### src/rtl/dump_monitor.sv
// Receive-side checker for the generator's dump_on pulse: armed by state_start,
// measures the pulse high time and reports completion or missing/short/stuck errors.
`timescale 1ns/1ps
module dump_monitor #(
    parameter int CNT_W    = 16,
    parameter int WAIT_MAX = 500,
    parameter int MIN_W    = 10,
    parameter int MAX_W    = 1000
) (
    input  logic             clk_sys,
    input  logic             rst_n,
    input  logic             state_start,
    input  logic             dump_on,
    output logic             busy,
    output logic             dump_done,
    output logic [CNT_W-1:0] dump_width,
    output logic             dump_err,
    output logic [1:0]       err_code
);

    typedef enum logic [1:0] {
        S_IDLE   = 2'd0,
        S_ARMED  = 2'd1,
        S_ACTIVE = 2'd2,
        S_ERR    = 2'd3
    } state_t;

    localparam logic [CNT_W-1:0] C_WAIT_LAST = CNT_W'(WAIT_MAX - 1);
    localparam logic [CNT_W-1:0] C_MIN_W     = CNT_W'(MIN_W);
    localparam logic [CNT_W-1:0] C_MAX_LAST  = CNT_W'(MAX_W - 1);
    localparam logic [CNT_W-1:0] C_MAX_W     = CNT_W'(MAX_W);
    localparam logic [CNT_W-1:0] C_ONE       = CNT_W'(1);
    localparam logic [CNT_W-1:0] C_ZERO      = CNT_W'(0);

    localparam logic [1:0] E_NONE    = 2'b00;
    localparam logic [1:0] E_MISSING = 2'b01;
    localparam logic [1:0] E_SHORT   = 2'b10;
    localparam logic [1:0] E_STUCK   = 2'b11;

    state_t           r_state;
    logic [CNT_W-1:0] r_cnt;
    logic             r_ss_d;
    logic             r_don_d;
    logic             r_busy;
    logic             r_done;
    logic [CNT_W-1:0] r_width;
    logic             r_err;
    logic [1:0]       r_code;

    state_t           w_state_nxt;
    logic [CNT_W-1:0] w_cnt_nxt;
    logic             w_busy_nxt;
    logic             w_done_nxt;
    logic [CNT_W-1:0] w_width_nxt;
    logic             w_err_nxt;
    logic [1:0]       w_code_nxt;
    logic             w_ss_rise;
    logic             w_don_rise;
    logic             w_don_fall;

    assign w_ss_rise  = state_start & ~r_ss_d;
    assign w_don_rise = dump_on & ~r_don_d;
    assign w_don_fall = ~dump_on & r_don_d;

    // Next-state, counter and output decode; a dump_on rise outranks the missing-pulse timeout.
    always_comb begin
        w_state_nxt = r_state;
        w_cnt_nxt   = r_cnt;
        w_done_nxt  = 1'b0;
        w_width_nxt = r_width;
        w_err_nxt   = r_err;
        w_code_nxt  = r_code;
        case (r_state)
            S_IDLE, S_ERR: begin
                if (w_ss_rise) begin
                    w_state_nxt = S_ARMED;
                    w_cnt_nxt   = C_ZERO;
                    w_err_nxt   = 1'b0;
                    w_code_nxt  = E_NONE;
                end else begin
                    w_state_nxt = r_state;
                end
            end
            S_ARMED: begin
                if (w_don_rise) begin
                    w_state_nxt = S_ACTIVE;
                    w_cnt_nxt   = C_ONE;
                end else if (r_cnt == C_WAIT_LAST) begin
                    w_state_nxt = S_ERR;
                    w_err_nxt   = 1'b1;
                    w_code_nxt  = E_MISSING;
                end else begin
                    w_cnt_nxt = r_cnt + C_ONE;
                end
            end
            S_ACTIVE: begin
                if (w_don_fall) begin
                    w_width_nxt = r_cnt;
                    if (r_cnt >= C_MIN_W) begin
                        w_state_nxt = S_IDLE;
                        w_done_nxt  = 1'b1;
                    end else begin
                        w_state_nxt = S_ERR;
                        w_err_nxt   = 1'b1;
                        w_code_nxt  = E_SHORT;
                    end
                end else if (dump_on) begin
                    w_cnt_nxt = r_cnt + C_ONE;
                    if (r_cnt == C_MAX_LAST) begin
                        w_state_nxt = S_ERR;
                        w_err_nxt   = 1'b1;
                        w_code_nxt  = E_STUCK;
                        w_width_nxt = C_MAX_W;
                    end else begin
                        w_state_nxt = S_ACTIVE;
                    end
                end else begin
                    w_state_nxt = S_ACTIVE;
                end
            end
            default: begin
                w_state_nxt = S_IDLE;
            end
        endcase
        w_busy_nxt = (w_state_nxt == S_ARMED) || (w_state_nxt == S_ACTIVE);
    end

    // State, counter, edge-detect and output registers with synchronous active-low reset.
    always_ff @(posedge clk_sys) begin
        if (!rst_n) begin
            r_state <= S_IDLE;
            r_cnt   <= C_ZERO;
            r_ss_d  <= 1'b0;
            r_don_d <= 1'b0;
            r_busy  <= 1'b0;
            r_done  <= 1'b0;
            r_width <= C_ZERO;
            r_err   <= 1'b0;
            r_code  <= E_NONE;
        end else begin
            r_state <= w_state_nxt;
            r_cnt   <= w_cnt_nxt;
            r_ss_d  <= state_start;
            r_don_d <= dump_on;
            r_busy  <= w_busy_nxt;
            r_done  <= w_done_nxt;
            r_width <= w_width_nxt;
            r_err   <= w_err_nxt;
            r_code  <= w_code_nxt;
        end
    end

    assign busy       = r_busy;
    assign dump_done  = r_done;
    assign dump_width = r_width;
    assign dump_err   = r_err;
    assign err_code   = r_code;

endmodule

### config.mk
export PLATFORM = sky130hd
export DESIGN_NAME = dump_monitor
export DESIGN_NICKNAME = d
export VERILOG_FILES = /design/src/rtl/dump_monitor.sv
export SDC_FILE = /design/constraint.sdc
export NUM_CORES = 1
export LEC_CHECK = 0
export CORE_MARGIN = 4
export CORE_UTILIZATION = 24
export DETAILED_ROUTE_END_ITERATION = 8
export SYNTH_ARGS = -nofsm -noshare
export SYNTH_HDL_FRONTEND = slang
export SYNTH_SLANG_ARGS = --single-unit
### constraint.sdc
create_clock -name clk_sys -period 2.8 [get_ports clk_sys]
set_input_delay 0.7 -clock clk_sys [delete_from_list [all_inputs] [get_ports clk_sys]]
set_output_delay 0.7 -clock clk_sys [all_outputs]
set_load 0.02 [all_outputs]
==> impl_metrics.toml <==
[sta]
max_slew_margin_pct = 56.1
setup_violations = 0
worst_slew_pin_slew_ns = 0.657
slew_viol_final = 0
period_share_pct = 88.3
clock_skew_ns = 0.00552
rsz0062_at_grt = "false"
setup_tns_ns = 0
hold_viol = 0
fmax_ghz = 0.404
fin_crit_ns = 2.47

[detailed_routing]
drtIter0Drc = 125
drtAntennaViolNets = 0
remaining_drc_errors = 0
avgViaCountPerCell = 4.92
routedWlPerCell_um = 13.4
vias = 1731
first_pass_iters = 4
drt_wl_total_mm = 4.71

[synthesis]
muxShareOfSynthArea_pct = 1.52
ys.flop_type = "dfxtp_1"
ys_top_cells_by_area = "dfxtp_1 42%, nor2b_1 4.4%, a22oi_1 3.8%"
yosys.area.top_type = "dfxtp_1"
synth_xor_area_share_pct = 4.87
ys_seq_elements = 41
synthArstFlopShare_pct = 0
yosysUniqueCellTypes = 43
synth_top_area_share_pct = 41.5
synth_top_family_by_area = "simple AND/OR/NAND/NOR gates"
synthesis.nets = 230
seq_area_frac_synth_pct = 41.5
synth_warnings = 0
synthAdderAreaFrac_pct = 2.53
synth_edf_count = 0
avgSynthCellArea_sq_um = 8.90
synthCells = 222
synth-simple-area-share_pct = 28.9
synthesis.area_sq_mm = 0.00198
synth_compound_area_share_pct = 16.5

[global_routing]
grt_pass1_vias = 1636
grt_pass1_wl_mm = 8.20
grt_max_degree = 19
grt_overflow_total = 0
grt_usage_pct = 10.3
antenna_found_initial = 0

[clock_tree]
cts_made_buffers = 5
cts_tree = "built"
clkTransAtPathRegs_ns = 0.08
cts_hold_buf = 0
htreeDepth = 2
clk_latency_ns = 0.30
cts_sinks = 41
clockRootBuffer = "clkbuf_8"
cts_setup_buffers = 0
clock_path_buffers = 2
cts-resized-gates = 0

[place]
gp_congestion = 0.899
dp_hpwl_mm = 3.48
io_buffers = 24

[critical_path]
worstSetupStartpointType = "primary input"
path_max_fanout = 8
endpoint_kind = "flop"
crit_arrival_ns = 2.71
crit_required_ns = 3.04
worstSetupPathType = "primary input to flop"

[cells_and_area]
final_nets = 257
drive_gt1_share_pct = 8.80
fin_util_pct = 31.2
nFillCells = 829
syn_to_final_growth_pct = 24.3
antennaDiodeCount = 0

[floorplanning]
core_sq_mm = 0.00789
pin_count = 25
initial_utilization_pct = 25.1
die_h_um = 98.8
rows = 32
die-area_sq_mm = 0.00975
fp.dieW_um = 98.8

[hold_path]
hp-class = "flop to flop"

[job]
max_cap_viol_count = 0

[power_and_ir_drop]
power_density_mw_per_mm2 = 498
power_w = 0.00122
p_leak_nw = 0.848
ir_drop_v = 0.000210

[run_status]
status = "complete, no violations"
==> flip-flops by register name, indices dropped and copies added, names as in the netlist <==
signal,flops
dump_err,1
busy,1
dump_width,16
err_code,2
dump_done,1
r_ss_d,1
r_state,2
r_cnt,16
r_don_d,1
==> cell usage in the layout (no fill, tap or decap), types with 4 or more instances in the layout <==
master / instances
dfxtp_1: 41
clkdlybuf4s50_1: 24
nor2_1: 17
nand2_1: 15
nor2b_1: 14
a22oi_1: 10
nand2b_1: 9
inv_1: 8
xnor2_1: 8
buf_4: 8
and2_1: 7
a21oi_1: 7
clkbuf_8: 7
nor3_1: 6
o311a_1: 6
nand4_1: 5
a21boi_1: 4
nand3_1: 4
and3_1: 4
ha_1: 4
==> report_power, final <==
group | switching (W) | internal [W] | total [W]
Clock | 0.000212 | 0.000228 | 0.000439
Combinational | 0.0000991 | 0.0000756 | 0.000175
Sequential | 0.0000116 | 0.000598 | 0.000609
==> kinds of logic after synthesis <==
logic type / Yosys count
XOR/XNOR: 11
buffers and inverters: 20
AO/OA/AOI/OAI: 44
adder cells (fa/ha/maj): 4
flip-flops: 41
multiplexers: 3
AND/OR/NAND/NOR: 99
==> metal layers <==
metal	wire (um)	share of wire (%)	track usage, %	vias up
met1	2360	50	14.9	810
met4	74	1.6	4.10	0
met2	1980	42	14.7	65
met5	0	0	0	-
met3	299	6.3	2.19	7
li1	-	-	-	849
==> cell type report <==
| type | instances | area [sq um] | share of cell area, % |
|---|---|---|---|
| well taps | 102 | 128 | 5.19 |
| inverters | 8 | 30.0 | 1.22 |
| flip-flops and latches | 41 | 821 | 33.4 |
| clock inverters | 1 | 8.76 | 0.356 |
| multi-input cells | 161 | 1070 | 43.7 |
| repair buffers | 32 | 300 | 12.2 |
| clock buffers | 7 | 96.3 | 3.92 |
==> synthesized netlist by cell type, types with 2 or more instances <==
library cell and count:
xnor2_1 8, dfxtp_1 41, a21boi_1 4, nor2_1 17, and2_1 7, clkbuf_1 11, or4_1 2, nand2_1 15
o21ai_0 3, nand4_1 5, mux2i_1 3, and3_1 4, nor4_1 3, nor4_2 3, nor3_1 6, nand2b_1 9
or3_1 3, inv_1 8, or4_4 2, nor2b_1 14, o21ai_1 3, ha_1 4, xor2_1 3, nand4b_1 2
o311a_1 6, a21oi_1 7, nand3_1 4, a22oi_1 10
==> worst paths after layout <==
| kind | startpoint | to | slack [ns] | cells past startpoint |
|---|---|---|---|---|
| min reg2reg | err_code[1] | err_code[1] | 0.45 | 2 |
| max | dump_on | r_cnt[13] | 0.33 | 7 |
| max reg2reg | r_cnt[10] | r_cnt[14] | 0.37 | 7 |
| min | err_code[1] | err_code[1] | 0.45 | 2 |
==> worst max-delay path: stages <==
cell,delay (ns)
clkdlybuf4s50_1,0.62
nor2b_1,0.12
a21oi_1,0.20
o21ai_2,0.08
or3_1,0.42
or4_1,0.42
a21boi_1,0.15
==> per-stage QoR <==
stage | cells | hold slack (ns) | cell area, sq um | setup WS [ns]
floorplan | 222 | 0.493 | 1980 | 0.552
CTS | 352 | 0.456 | 2460 | 0.374
global route | 352 | 0.488 | 2460 | 0.182
finish | 352 | 0.450 | 2460 | 0.327
global placement | 344 | 0.443 | 2350 | 0.125
detailed placement | 344 | 0.444 | 2350 | 0.0705
(Power assumes the default switching activity.)
